<file path="config.mk">
export PLATFORM = sky130hd
export DESIGN_NAME = ccip_rx_poller
export DESIGN_NICKNAME = d
export VERILOG_FILES = /design/src/rtl/ccip_rx_poller_pkg.sv /design/src/rtl/ccip_rx_poller_rx_ring_state.sv /design/src/rtl/ccip_rx_poller.sv
export SDC_FILE = /design/constraint.sdc
export NUM_CORES = 1
export LEC_CHECK = 0
export CAP_MARGIN = 20
export CORE_AREA = 2 2 322 324
export DETAILED_ROUTE_END_ITERATION = 10
export DIE_AREA = 0 0 324 326
export SLEW_MARGIN = 0
export SYNTH_ARGS = -nofsm -noshare
export SYNTH_HDL_FRONTEND = slang
export SYNTH_HIERARCHICAL = 1
export SYNTH_SLANG_ARGS = --single-unit
</file>
<file path="constraint.sdc">
create_clock -name clk -period 11.23 [get_ports clk]
set_input_delay 2.246 -clock clk [delete_from_list [all_inputs] [get_ports clk]]
set_output_delay 2.246 -clock clk [all_outputs]
set_load 0.1 [all_outputs]
</file>
<file path="src/rtl/ccip_rx_poller_pkg.sv">
// Shared NIC definitions: the CCI-P channel-0 subset used by the RX poller, the RPC
// record, the position of the ring phase bit and the poller FSM state encoding.
package nic_defs;

    typedef logic [41:0] t_ccip_clAddr;
    typedef logic [15:0] t_ccip_mdata;

    typedef enum logic [1:0] {eVC_VA = 2'd0, eVC_VL0 = 2'd1, eVC_VH0 = 2'd2, eVC_VH1 = 2'd3} t_ccip_vc;
    typedef enum logic [1:0] {eCL_LEN_1 = 2'd0, eCL_LEN_2 = 2'd1, eCL_LEN_4 = 2'd3} t_ccip_clLen;
    typedef enum logic [3:0] {eREQ_RDLINE_I = 4'h0, eREQ_RDLINE_S = 4'h1} t_ccip_c0_req;
    typedef enum logic [3:0] {eRSP_RDLINE = 4'h0, eRSP_UMSG = 4'h4} t_ccip_c0_rsp;

    typedef struct packed {
        t_ccip_vc     vc_sel;
        logic [1:0]   rsvd1;
        t_ccip_clLen  cl_len;
        t_ccip_c0_req req_type;
        logic [5:0]   rsvd0;
        t_ccip_clAddr address;
        t_ccip_mdata  mdata;
    } t_ccip_c0_ReqMemHdr;

    typedef struct packed {
        t_ccip_vc     vc_used;
        logic         rsvd1;
        logic         hit_miss;
        logic [1:0]   rsvd0;
        logic [1:0]   cl_num;
        t_ccip_c0_rsp resp_type;
        t_ccip_mdata  mdata;
    } t_ccip_c0_RspMemHdr;

    typedef struct packed {
        t_ccip_c0_ReqMemHdr hdr;
        logic               valid;
    } t_if_ccip_c0_Tx;

    typedef struct packed {
        t_ccip_c0_RspMemHdr hdr;
        logic [511:0]       data;
        logic               rspValid;
        logic               mmioRdValid;
        logic               mmioWrValid;
    } t_if_ccip_c0_Rx;

    typedef struct packed {
        logic [63:0] arg;
        logic [31:0] fn_id;
        logic [31:0] request_id;
    } RpcIf;

    localparam int PHASE_BIT = 511;

    typedef enum logic [1:0] {PollIdle = 2'd0, PollIssue = 2'd1, PollWait = 2'd2, PollOut = 2'd3} PollState;

endpackage

</file>
<file path="src/rtl/ccip_rx_poller_rx_ring_state.sv">
// Per-flow ring bookkeeping: consumer slot pointer and the phase value expected in that slot.
module rx_ring_state #(
    parameter int LFLOWS = 1,
    parameter int LRING  = 2
) (
    input  logic              clk,
    input  logic              reset,
    input  logic [LFLOWS-1:0] rd_flow,
    output logic [LRING-1:0]  rd_slot,
    output logic              rd_phase,
    input  logic              upd_en,
    input  logic [LFLOWS-1:0] upd_flow
);
    localparam int NFLOWS = 1 << LFLOWS;

    logic [NFLOWS-1:0][LRING-1:0] slot_r;
    logic [NFLOWS-1:0]            phase_r;

    // Consuming a slot advances the pointer; leaving the last slot flips the expected phase.
    always_ff @(posedge clk or posedge reset) begin
        if (reset) begin
            slot_r  <= '0;
            phase_r <= '1;
        end else if (upd_en) begin
            slot_r[upd_flow] <= slot_r[upd_flow] + LRING'(1);
            if (&slot_r[upd_flow]) begin
                phase_r[upd_flow] <= ~phase_r[upd_flow];
            end
        end
    end

    assign rd_slot  = slot_r[rd_flow];
    assign rd_phase = phase_r[rd_flow];

endmodule

</file>
<file path="src/rtl/ccip_rx_poller.sv">
// Polls per-flow RX rings in host memory over CCI-P c0, one outstanding read at a time,
// and hands each freshly written line (phase bit matches) downstream as an RPC.
module ccip_rx_poller
    import nic_defs::*;
#(
    parameter int NIC_ID            = 0,
    parameter int LMAX_NUM_OF_FLOWS = 1,
    parameter int LRX_RING          = 2
) (
    input  logic                         clk,
    input  logic                         reset,
    input  logic [LMAX_NUM_OF_FLOWS-1:0] number_of_flows,
    input  t_ccip_clAddr                 rx_base_addr,
    input  logic                         start,
    input  logic                         sRx_c0TxAlmFull,
    output t_if_ccip_c0_Tx               sTx_c0,
    input  t_if_ccip_c0_Rx               sRx_c0,
    output RpcIf                         rpc_out,
    output logic                         rpc_out_valid,
    output logic [LMAX_NUM_OF_FLOWS-1:0] rpc_flow_id_out,
    input  logic                         rpc_out_ready,
    output logic                         error,
    output logic [31:0]                  rx_rpc_cnt_out
);
    PollState                     state_r, state_s;
    logic [LMAX_NUM_OF_FLOWS-1:0] flow_r;
    logic [LRX_RING-1:0]          ring_slot_s;
    logic                         ring_phase_s;
    t_ccip_c0_ReqMemHdr           req_hdr_s;
    logic                         rsp_read_s, rsp_match_s, phase_hit_s;
    logic                         issue_s, take_s, miss_s, bad_s, done_s;
    logic                         unused_ok;

    rx_ring_state #(
        .LFLOWS (LMAX_NUM_OF_FLOWS),
        .LRING  (LRX_RING)
    ) u_ring_state (
        .clk      (clk),
        .reset    (reset),
        .rd_flow  (flow_r),
        .rd_slot  (ring_slot_s),
        .rd_phase (ring_phase_s),
        .upd_en   (done_s),
        .upd_flow (flow_r)
    );

    // Read request for the current flow's slot; mdata tags it with {flow, slot}.
    always_comb begin
        req_hdr_s          = '0;
        req_hdr_s.vc_sel   = eVC_VH0;
        req_hdr_s.cl_len   = eCL_LEN_1;
        req_hdr_s.req_type = eREQ_RDLINE_I;
        req_hdr_s.address  = rx_base_addr + (t_ccip_clAddr'(flow_r) << LRX_RING)
                           + t_ccip_clAddr'(ring_slot_s);
        req_hdr_s.mdata    = t_ccip_mdata'({flow_r, ring_slot_s});
    end

    assign rsp_read_s  = sRx_c0.rspValid && (sRx_c0.hdr.resp_type == eRSP_RDLINE);
    assign rsp_match_s = rsp_read_s && (sRx_c0.hdr.mdata == req_hdr_s.mdata);
    assign phase_hit_s = (sRx_c0.data[PHASE_BIT] == ring_phase_s);

    // FSM state register.
    always_ff @(posedge clk or posedge reset) begin
        if (reset) begin
            state_r <= PollIdle;
        end else begin
            state_r <= state_s;
        end
    end

    // Next state and single-cycle action strobes.
    always_comb begin
        state_s = state_r;
        issue_s = 1'b0;
        take_s  = 1'b0;
        miss_s  = 1'b0;
        bad_s   = 1'b0;
        done_s  = 1'b0;
        case (state_r)
            PollIdle: begin
                if (start) state_s = PollIssue;
                else       state_s = PollIdle;
            end
            PollIssue: begin
                if (!sRx_c0TxAlmFull) begin
                    issue_s = 1'b1;
                    state_s = PollWait;
                end else begin
                    state_s = PollIssue;
                end
            end
            PollWait: begin
                if (rsp_match_s) begin
                    if (phase_hit_s) begin
                        take_s  = 1'b1;
                        state_s = PollOut;
                    end else begin
                        miss_s  = 1'b1;
                        state_s = PollIdle;
                    end
                end else if (rsp_read_s) begin
                    bad_s = 1'b1;
                end else begin
                    state_s = PollWait;
                end
            end
            PollOut: begin
                if (rpc_out_ready) begin
                    done_s  = 1'b1;
                    state_s = PollIdle;
                end else begin
                    state_s = PollOut;
                end
            end
            default: state_s = PollIdle;
        endcase
    end

    // A stale line moves polling on to the next flow; a shrunk flow count restarts at 0.
    always_ff @(posedge clk or posedge reset) begin
        if (reset) begin
            flow_r <= '0;
        end else if (miss_s) begin
            flow_r <= (flow_r >= number_of_flows) ? '0 : flow_r + LMAX_NUM_OF_FLOWS'(1);
        end
    end

    // Request channel; header is held between requests.
    always_ff @(posedge clk or posedge reset) begin
        if (reset) begin
            sTx_c0 <= '0;
        end else begin
            sTx_c0.valid <= issue_s;
            if (issue_s) begin
                sTx_c0.hdr <= req_hdr_s;
            end
        end
    end

    // RPC output register, accepted-RPC counter and sticky error.
    always_ff @(posedge clk or posedge reset) begin
        if (reset) begin
            rpc_out         <= '0;
            rpc_out_valid   <= 1'b0;
            rpc_flow_id_out <= '0;
            rx_rpc_cnt_out  <= 32'd0;
            error           <= 1'b0;
        end else begin
            if (take_s) begin
                rpc_out         <= RpcIf'(sRx_c0.data[$bits(RpcIf)-1:0]);
                rpc_flow_id_out <= flow_r;
                rpc_out_valid   <= 1'b1;
            end else if (done_s) begin
                rpc_out_valid  <= 1'b0;
                rx_rpc_cnt_out <= rx_rpc_cnt_out + 32'd1;
            end
            if (bad_s) begin
                error <= 1'b1;
            end
        end
    end

    assign unused_ok = ^{NIC_ID[0], sRx_c0};

endmodule

</file>
== Word level (Yosys, flattened, before mapping) ==
Index checks and enable logic that the tools add are counted.

* Output and inout bits: 238
* Register bits: 219
* Bits of input ports: 591

* Eq/ne operators: 6
* Magnitude comparators: 3
* Bitwise gates (word level): 2
* Reductions and logical operators: 8
* Add/sub/neg operators: 5
* Multiplexer cells: 33

{| class="wikitable"
|+ Operators by type and width
! kind !! number
|-
| 42-bit by 2-bit adder with 42-bit output || 1
|-
| 42-bit by 3-bit adder with 42-bit output || 1
|-
| 32-bit by 1-bit adder with 32-bit output (second input constant) || 1
|-
| 1-bit two-way mux || 20
|-
| 16-bit by 3-bit equality test with 1-bit output || 1
|-
| 2-bit two-way mux || 8
|-
| 2-bit case mux with 4 select lines || 1
|-
| 4-bit bitwise mux || 1
|-
| 2-bit equality test (second input constant) || 2
|-
| 4-bit logical NOT || 1
|-
| 1-bit logical AND || 3
|-
| 3-bit != test (second input constant) || 1
|-
| 3-bit AND reduction || 1
|-
| 2-bit by 1-bit adder with 2-bit output (second input constant) || 1
|-
| 2-bit bitwise mux || 1
|-
| 2-bit demux with 1-bit select || 1
|-
| 2-bit by 1-bit equality test with 1-bit output (second input constant) || 1
|-
| 2-bit logical NOT || 1
|-
| 1-bit by 2-bit < comparator with 1-bit output (second input constant) || 1
|-
| 1-bit inverter || 2
|-
| 2-bit AND reduction || 1
|-
| 2-bit nonzero test || 1
|-
| 1-bit adder (second input constant) || 1
|-
| 1-bit demux with 1-bit select || 1
|-
| other kinds (3) || 3
|}

== Longest topological paths before layout ==
Gate-level depths: netlist of run 1.

* Depth in word-level cells: 8
* Gate-level depth with buffers: 9
* Gate-level depth less buffers: 9

== Cells and area by module ==
The synthesis of run 1 kept the hierarchy.

{| class="wikitable"
|+ Modules (own cells, without submodules)
! module !! times used !! area an instance (µm²) !! cells an instance
|-
| ccip_rx_poller || 1 || 9382.7 || 762
|-
| rx_ring_state || 1 || 280.3 || 22
|}

== Worst setup path before layout of run 1 ==
Ideal clock, no wire load.

* Kind: input-to-reg
* From: in sRx_c0[519] in the netlist's numbering
* To: reg rpc_out[100] in the netlist's numbering
* Setup slack: 7.209 ns
* Buffers on the path: 2
* Library setup time: 0.128 ns
* Stages on the path: 7
* Arrival time: 3.893 ns
* Data required time: 11.102 ns
* Cell sequence: nor4_1 > nand2_1 > or3_1 > nor3_2 > buf_6 > buf_6 > mux2_1

* Cells in the longest elaborated chain, start to end: 4

{| class="wikitable"
|+ RTL lines
! item !! RTL line !! source
|-
| start: declaration || ccip_rx_poller.sv:17 || <nowiki>input t_if_ccip_c0_Rx sRx_c0,</nowiki>
|-
| 16-bit by 3-bit equality test with 1-bit output || ccip_rx_poller.sv:59 || <nowiki>assign rsp_match_s = rsp_read_s && (sRx_c0.hdr.mdata == req_hdr_s.mdata);</nowiki>
|-
| 1-bit logical AND || ccip_rx_poller.sv:59 ||
|-
| 1-bit two-way mux || ccip_rx_poller.sv:93 || <nowiki>if (rsp_match_s) begin</nowiki>
|-
| 1-bit two-way mux || ccip_rx_poller.sv:79 || <nowiki>case (state_r)</nowiki>
|-
| end signal: assignment || ccip_rx_poller.sv:150 || <nowiki>rpc_out <= RpcIf'(sRx_c0.data[$bits(RpcIf)-1:0]);</nowiki>
|-
| end: declaration || ccip_rx_poller.sv:18 || <nowiki>output RpcIf rpc_out,</nowiki>
|}

Every way passes these cells.
A chain may end at the register's enable or synchronous reset.

== Worst setup path in the final report of run 1 ==
* From: in sRx_c0[519] in the netlist's numbering
* To: reg rpc_out[24] in the netlist's numbering

The elaborated chain is that of the path after synthesis.

==> results of run 1 <==
-- worst paths after layout --
kind,to,depth (start not counted)
min in group asynchronous,u_ring_state/slot_r[2],2
max in group asynchronous,rpc_out[74],4
setup / recovery,rpc_out[24],8
hold / removal,rx_rpc_cnt_out[31],1
hold reg to reg,rx_rpc_cnt_out[31],1
setup reg to reg,rpc_out[24],8
-- where the power goes --
group	internal (mW)	leakage, nW	switching [mW]
combinational	0.263	3.22	0.848
sequential	0.882	2.96	0.0647
clock	0.547	0.458	0.356
-- layout by cell type (no fill, tap or decap), types with 13 or more instances in the layout --
cell type,n
xor2_1,13
nor4_1,17
inv_1,13
o21ai_0,41
xnor2_1,66
clkdlybuf4s50_1,403
nor2_1,14
clkbuf_16,27
dfrtp_1,217
nand3_1,25
nor3_1,19
mux2_1,99
conb_1,28
nand4_1,16
nand2_1,81
mux2_2,35
-- per-layer routing --
layer	part of all wire [%]	vias to the layer above	wire, um
met5	0.20	-	84
met4	2.0	14	811
met3	15	68	6160
met2	43	431	17700
met1	40	3594	16300
li1	-	3517	-
-- area by class of cell --
cell class                 count  area, um2  area share, %
clock inverter                11        155          0.961
clock buffer                  38        767           4.75
multi-input combinational    517       3820           23.6
sequential                   219       5480           34.0
antenna                        9       22.5          0.140
inverter                      15       63.8          0.395
timing repair buffer         413       4110           25.5
tap                         1380       1730           10.7
-- cell families after synthesis --
| kind of cell | after synthesis |
|---|---|
| compound gates | 54 |
| xor+xnor | 79 |
| fa+ha+maj | 5 |
| buf+inv | 75 |
| flops | 219 |
| mux | 135 |
| other cells | 1 |
| simple gates | 216 |
-- worst max-delay path: stages --
cell and delay [ns]:
clkdlybuf4s50_1 0.40, nor4_1 0.28, nand2_1 0.19, or3_1 0.48, nor3_4 0.58, buf_4 0.66
buf_4 0.85, mux2_1 0.40
-- registers in the layout, indices dropped and copies added, names as in the netlist --
register and flops:
error 1, flow_r 1, rpc_flow_id_out 1, rpc_out 128, rpc_out_valid 1, rx_rpc_cnt_out 32, sTx_c0 47, state_r 2
u_ring_state/phase_r 2, u_ring_state/slot_r 4
-- through the flow --
stage               cells  utilization, %  power (mW)  setup slack (ns)
floorplan             811               -        1.74              3.16
global placement     2544            14.8        2.07              4.77
detailed placement   2544            14.8        2.07              4.74
CTS                  2593            15.7        3.00              5.36
global route         2594            15.7        3.10              5.12
finish               2602            15.7        2.96              5.40
-- synth_stat cells, types with 5 or more instances --
library cell | instances | area (um2)
dfrtp_1 | 217 | 5430
inv_1 | 14 | 52.6
xnor2_1 | 66 | 578
clkbuf_1 | 15 | 56.3
buf_4 | 29 | 218
and2_1 | 5 | 31.3
nand4_1 | 16 | 100
mux2_2 | 35 | 394
nor4_1 | 18 | 113
buf_6 | 11 | 124
and3_1 | 8 | 50.1
o21ai_0 | 41 | 205
nand2_1 | 81 | 304
mux2_1 | 99 | 1110
nor2_1 | 14 | 52.6
xor2_1 | 13 | 114
nand3_1 | 25 | 125
nor3_1 | 19 | 95.1
==> flow_summary.yaml, run 1 <==
synth:
  synth_enable_flop_cells: 0
  synth-seq-cells: 219
  avgSynthCellArea_um2: 12.3
  synthAdderAreaFrac_pct: 0.725
  synth_seq_area_share_pct: 56.7
  yosysWarnings: 6
  synthFlopType: "dfrtp_1"
  synthCells: 784
  yosys.area_share.simple_pct: 11.6
  synth.mux.area_fraction_pct: 15.7
  synth_top_family_by_area: "multiplexers"
  synth_xor_area_share_pct: 7.16
  synth_area_mm2: 0.00966
  ys_types: 53
  synthArstFlopShare_pct: 100
  synth_compound_area_share_pct: 3.09
sta:
  max_freq_mhz: 171
  finClkSkew_ns: 0.0117
  drv_slew: 0
  timing.final.crit_share_pct: 51.9
  worst_slew_pin_slew_ns: 1.10
  setup_violations: 0
  hold_viol_final: 0
  slew_headroom_pct: 26.6
  period_needed_ns: 5.83
  rsz0062_at_grt: "no"
  tns_ns: 0
  holdWs_ns: 0.475
critical_path:
  worst_setup_path_start_kind: "input port"
  worst-setup-path-type: "input port to flop"
  crit_required_ns: 11.67
  crit_path_end_kind: "flop"
  cp_data_arrival_time_ns: 6.27
  reg2reg_from: "flow_r"
  critPathLaunch: "sRx_c0[519]"
  cp_max_fo: 74
  reg2reg_slack_ns: 6.56
placement:
  dp_hpwl_um: 33500
  gp_congestion: 0.774
  portBuffers: 407
  placed_area_mm2: 0.0152
grt:
  grt_util_met1_pct: 8.95
  globalRouteMet3Util_pct: 4.32
  grt.busiest_layer: "met2"
  met2_usage_pct: 11.7
  grt_max_degree: 102
  groute.usage.overall_pct: 7.52
  grt_pass1_vias: 7601
  antenna_found_initial: 31
  grt_pass1_wl_um: 56400
  gr-total-overflow: 0
detailed_routing:
  drt_iter0_drc: 248
  drtAntennaViolNets: 0
  via_per_inst: 2.93
  first_pass_iters: 4
  route.detailed.drc: 0
  wl_per_cell_um: 15.8
  drt-total-wl_um: 41000
  vias: 7624
layout:
  design_area_mm2: 0.0161
  nFillCells: 11471
  num-nets-final: 1789
  syn_to_final_growth_pct: 67.1
  layout-drive-gt1-share_pct: 8.33
clock_network:
  cts-root-buf: "clkbuf_16"
  cts_buffers: 27
  clk_latency_ns: 0.57
  cts_tree: "done"
  post_cts_resized: 0
  cts_max_path_buffers: 3
  h-tree-depth: 1
  cts_hold_buf: 0
  cts_sinks: 219
  cts_setup_buffers: 0
  cts.reportedPaths.clkPinSlew_ns: 0.06
floorplanning:
  die_y_um: 326
  initial_core_util_pct: 9.42
  die_width_um: 324
  die_area_mm2: 0.106
  rows: 118
  core_mm2: 0.103
  pin_count: 829
job:
  cap_violations: 0
pwr:
  p_leak_nw: 6.64
  ir_worst_vdd_v: 0.000273
  powerDensity_mw_per_mm2: 183
min_path:
  min_from: "rx_rpc_cnt_out[31]"
  hold_class: "flop to flop"
status:
  status: "complete, no violations"
No activity file was read; power rests on OpenSTA's default activity.
==> run 2: changes to the inputs <==
--- a/config.mk
+++ b/config.mk
@@ -6,9 +6,9 @@
 export NUM_CORES = 1
 export LEC_CHECK = 0
 export CAP_MARGIN = 20
-export CORE_AREA = 2 2 322 324
+export CORE_AREA = 2 2 327 329
 export DETAILED_ROUTE_END_ITERATION = 10
-export DIE_AREA = 0 0 324 326
+export DIE_AREA = 0 0 329 331
 export SLEW_MARGIN = 0
 export SYNTH_ARGS = -nofsm -noshare
 export SYNTH_HDL_FRONTEND = slang
==> constraint.sdc (replaced) <==
create_clock -name clk -period 5.7 [get_ports clk]
set_input_delay 1.14 -clock clk [delete_from_list [all_inputs] [get_ports clk]]
set_output_delay 1.14 -clock clk [all_outputs]
set_load 0.1 [all_outputs]
==> run 2 against run 1 <==
Effect of this change: critical path type unchanged; critical endpoint is now rpc_out[22]; register-to-register slack got worse by 4.3 ns; cell area grew 0.45%; sequential share of layout area decreased by 0.15 points; routed wire length rose by 6.1%; combinational power increased by 97%.
==> flow_summary.yaml, run 2 (synthesized netlist as in run 1, its figures left out) <==
clock_network:
  clk_latency_ns: 0.59
  cts_max_path_buffers: 3
  cts_tree: "done"
  cts-root-buf: "clkbuf_16"
  post_cts_resized: 0
  cts_hold_buf: 0
  cts_setup_buffers: 0
  cts.reportedPaths.clkPinSlew_ns: 0.05
  h-tree-depth: 1
  cts_buffers: 28
  cts_sinks: 219
grt:
  gr-total-overflow: 0
  grt_pass1_vias: 7878
  antenna_found_initial: 33
  globalRouteMet3Util_pct: 6.14
  grt_util_met1_pct: 7.65
  grt_pass1_wl_um: 59100
  grt.busiest_layer: "met2"
  groute.usage.overall_pct: 7.72
  met2_usage_pct: 11.8
  grt_max_degree: 131
critical_path:
  cp_data_arrival_time_ns: 3.92
  crit_required_ns: 6.16
  path_cells: "clkdlybuf4s50_1, xnor2_1, nand3_1, or3_1, nor3_4, buf_12, mux2_1"
  cp_max_fo: 130
  crit_path_max_incr_delay_ns: 0.59
  critPathTopFamily: "buffers and inverters"
  crit_slowest_cell: "clkdlybuf4s50_1"
  cp_num_buf_inv: 2
  crit_path_end_kind: "flop"
  worst-setup-path-type: "input port to flop"
  worst_setup_path_start_kind: "input port"
sta:
  drv_slew: 0
  period_needed_ns: 3.46
  setup_violations: 0
  tns_ns: 0
  timing.final.crit_share_pct: 60.6
  max_freq_mhz: 289
  rsz0062_at_grt: "no"
  hold_viol_final: 0
  worst_slew_pin_slew_ns: 1.15
  finClkSkew_ns: 0.0121
  slew_headroom_pct: 23.4
job:
  cap_violations: 0
pwr:
  combPwrFrac_pct: 37.2
  clkPwrFrac_pct: 31.0
  p_leak_nw: 6.68
  powerDensity_mw_per_mm2: 362
  ir_worst_vdd_v: 0.000390
  switchingPower_mw: 2.54
  power_frac_seq_pct: 31.7
  power_switching_share_pct: 43.3
  internal_power_mw: 3.33
floorplanning:
  initial_core_util_pct: 9.21
  rows: 119
  core_mm2: 0.105
  die_area_mm2: 0.109
  pin_count: 829
  die_y_um: 331
  die_width_um: 329
layout:
  final_util_pct: 15.4
  top_register: "rpc_out"
  mostFrequentLayoutCells: "387 x clkdlybuf4s50_1, 217 x dfrtp_1, 99 x mux2_1"
  nFillCells: 11743
  layout-drive-gt1-share_pct: 9.64
  final_common_cell: "clkdlybuf4s50_1"
  largest_reg_flops: 128
  multiInputGateArea_mm2: 0.00381
  syn_to_final_growth_pct: 67.8
  num-nets-final: 1792
  top_regs: "rpc_out: 128 flops, sTx_c0: 47 flops, rx_rpc_cnt_out: 32 flops"
  regArea_mm2: 0.00548
status:
  status: "complete, no violations"
detailed_routing:
  wl_per_cell_um: 16.6
  route.detailed.drc: 0
  drt-total-wl_um: 43500
  via_per_inst: 2.93
  first_pass_iters: 4
  vias: 7671
  drt_iter0_drc: 266
  drtAntennaViolNets: 0
placement:
  portBuffers: 407
  dp_hpwl_um: 35600
  gp_congestion: 0.806
min_path:
  hold_class: "flop to flop"
[run 2: path summary, 6_finish.rpt]
path                              from                      to  slack [ns]  depth (start not counted)
max                        sRx_c0[516]             rpc_out[22]        2.24                          7
min in group asynchronous        reset  u_ring_state/slot_r[3]        0.89                          2
min reg2reg                rpc_out[25]             rpc_out[25]        0.48                          1
max in group asynchronous        reset             rpc_out[68]        3.68                          3
min                        rpc_out[25]             rpc_out[25]        0.48                          1
max reg2reg                     flow_r             rpc_out[22]        2.25                          7
[run 2: layout make-up]
cell class / instances / share of cell area [%]
timing repair buffer: 415 / 25.6
clock buffer: 40 / 4.97
tap: 1391 / 10.7
sequential: 219 / 33.8
antenna: 15 / 0.231
multi-input combinational: 517 / 23.5
inverter: 15 / 0.370
clock inverter: 8 / 0.818
[run 2: stage by stage]
| stage | hold WS (ns) | total power, mW | setup slack, ns | cells | instance area [um2] |
|---|---|---|---|---|---|
| after floorplan | 0.461 | 3.43 | 1.79 | 811 | 9770 |
| after global placement | 0.453 | 4.08 | 1.59 | 2555 | 15200 |
| after detailed placement | 0.462 | 4.08 | 1.59 | 2556 | 15200 |
| after CTS | 0.481 | 5.98 | 2.16 | 2604 | 16200 |
| after global routing | 0.487 | 6.15 | 2.03 | 2612 | 16200 |
| final | 0.479 | 5.87 | 2.24 | 2620 | 16200 |
[run 2: worst register-to-register path, delay by kind of cell (launching register included)]
kind,cells,cell delay [ns]
and+or+nand+nor,3,0.91
xor gates and xnor gates,1,0.16
muxes,2,1.09
buffers and inverters,1,0.49
DFF,1,0.68
[run 2: power by group through the flow]
| stage | Combinational, mW | Sequential (mW) | Clock (mW) |
|---|---|---|---|
| 2_1_floorplan | 0.405 | 3.03 | 0 |
| 3_3_place_gp | 2.20 | 1.88 | 0 |
| 3_5_place_dp | 2.20 | 1.88 | 0 |
| 4_1_cts | 2.20 | 1.86 | 1.91 |
| 5_1_grt | 2.29 | 1.89 | 1.97 |
| 6_report | 2.19 | 1.86 | 1.82 |
[run 2: routing by layer]
layer	up-vias	routed length (um)
met4	16	1670
met2	429	18900
met5	-	90
li1	3511	-
met1	3634	15700
met3	81	7190
==> run 3: changes to the inputs <==
--- a/config.mk
+++ b/config.mk
@@ -6,9 +6,9 @@
 export NUM_CORES = 1
 export LEC_CHECK = 0
 export CAP_MARGIN = 20
-export CORE_AREA = 2 2 327 329
+export CORE_AREA = 2 2 324 326
 export DETAILED_ROUTE_END_ITERATION = 10
-export DIE_AREA = 0 0 329 331
+export DIE_AREA = 0 0 326 328
 export SLEW_MARGIN = 0
 export SYNTH_ARGS = -nofsm -noshare
 export SYNTH_HDL_FRONTEND = slang
==> constraint.sdc (replaced) <==
create_clock -name clk -period 2.95 [get_ports clk]
set_input_delay 0.59 -clock clk [delete_from_list [all_inputs] [get_ports clk]]
set_output_delay 0.59 -clock clk [all_outputs]
set_load 0.1 [all_outputs]
==> run 3 against run 2 <==
Effect of this change: cell area is 1.5% lower; hold slack worse by 0.12 ns; critical path type is now flop to flop; power is 88% higher; flip-flop and latch count stayed put; cell count is 1.1% higher; count of clock-buffer cells in the layout is 8 lower; clock skew is 0.0056 ns higher.
==> flow_summary.yaml, run 3 (synthesized netlist as in run 1, its figures left out) <==
placement:
  portBuffers: 407
  gp_congestion: 0.804
  dp_hpwl_um: 36500
  placed_area_mm2: 0.0151
clock_network:
  cts.reportedPaths.clkPinSlew_ns: 0.06
  h-tree-depth: 1
  cts-root-buf: "clkbuf_16"
  clk_latency_ns: 0.58
  cts_max_path_buffers: 3
  post_cts_resized: 0
  cts_sinks: 219
  cts_setup_buffers: 0
  cts_hold_buf: 0
  cts_tree: "done"
  cts_buffers: 27
sta:
  finClkSkew_ns: 0.0177
  max_freq_mhz: 364
  drv_slew: 0
  timing.final.crit_share_pct: 93.2
  slew_headroom_pct: 55.3
  hold_viol_final: 0
  holdWs_ns: 0.356
  period_needed_ns: 2.75
  rsz0062_at_grt: "no"
  tns_ns: 0
  worst_slew_pin_slew_ns: 0.663
  setup_violations: 0
floorplanning:
  initial_core_util_pct: 9.36
  die_y_um: 328
  rows: 118
  die_width_um: 326
  die_area_mm2: 0.107
  pin_count: 829
  core_mm2: 0.103
grt:
  groute.usage.overall_pct: 7.88
  grt_max_degree: 83
  grt_pass1_vias: 7940
  antenna_found_initial: 46
  gr-total-overflow: 0
  grt_pass1_wl_um: 59800
status:
  status: "complete, no violations"
pwr:
  ir_worst_vdd_v: 0.000772
  p_total_mw: 11.0
  powerDensity_mw_per_mm2: 690
  p_leak_nw: 7.22
detailed_routing:
  vias: 7807
  drt_iter0_drc: 211
  wl_per_cell_um: 16.3
  drtAntennaViolNets: 0
  drt-total-wl_um: 43100
  first_pass_iters: 4
  route.detailed.drc: 0
  via_per_inst: 2.95
layout:
  num-nets-final: 1829
  largest_reg_flops: 128
  layout-drive-gt1-share_pct: 27.8
  final_common_cell: "buf_4"
  syn_to_final_growth_pct: 65.3
  top_regs: "rpc_out: 128 flops, sTx_c0: 47 flops, rx_rpc_cnt_out: 32 flops"
  design_area_mm2: 0.0160
  top_register: "rpc_out"
  mostFrequentLayoutCells: "249 x buf_4, 217 x dfrtp_1, 197 x clkdlybuf4s50_1"
critical_path:
  critPathLaunch: "flow_r"
  crit_required_ns: 3.40
  cp_max_fo: 23
  worst-setup-path-type: "flop to flop"
  worst_setup_path_start_kind: "flop"
  reg2reg_from: "flow_r"
  cp_data_arrival_time_ns: 3.20
  crit_path_end_kind: "flop"
job:
  cap_violations: 0
min_path:
  hold_class: "input port to async pin"
## run 3: path summary, 6_finish.rpt
path	endpoint	slack, ns	depth (start not counted)
min in group clk	sTx_c0[74]	0.47	1
max reg2reg	rpc_out[20]	0.20	8
min reg2reg	sTx_c0[74]	0.47	1
min	u_ring_state/slot_r[2]	0.36	2
max in group asynchronous	rx_rpc_cnt_out[17]	1.65	3
max	rpc_out[20]	0.20	8
## run 3: layout make-up
cell class / count / area (um2)
clock inverters: 14 / 131
multi-input cells: 517 / 3810
flip-flops and latches: 219 / 5480
inverters: 15 / 60.1
diodes: 19 / 47.5
well taps: 1380 / 1730
fillers: 11544 / 87200
clock buffers: 32 / 734
repair buffers: 453 / 3980
## run 3: metrics by stage
stage               std cells  setup slack [ns]  util, %
finish                   2649             0.201     15.5
CTS                      2630             0.143     15.4
global route             2635            0.0532     15.4
global placement         2584            -0.255     14.6
detailed placement       2584            -0.256     14.6
floorplan                 811            -0.410        -
## run 3: power breakdown
part           leakage (nW)  internal [mW]  total, mW  switching (mW)
Clock                 0.437           1.88       3.26            1.39
Combinational          3.82          0.926       4.15            3.23
Sequential             2.96           3.36       3.61           0.251
Total                  7.22           6.16       11.0            4.86
## run 3: worst max-delay path, cell delays in order (launching register included)
cell and delay [ns]:
dfrtp_1 0.39, mux2_2 0.42, xnor2_1 0.17, nand3_1 0.15, or3_1 0.47, nor3_4 0.25
buf_12 0.20, buf_12 0.20, mux2_1 0.34
## run 3: per-layer routing
layer  global-route usage [%]  up-vias  share of wire (%)
met4                     3.05       20                5.2
met3                     5.25      101                 15
li1                         -     3597                  -
met1                     7.80     3651                 35
met2                     13.0      438                 45
met5                        0        -               0.29
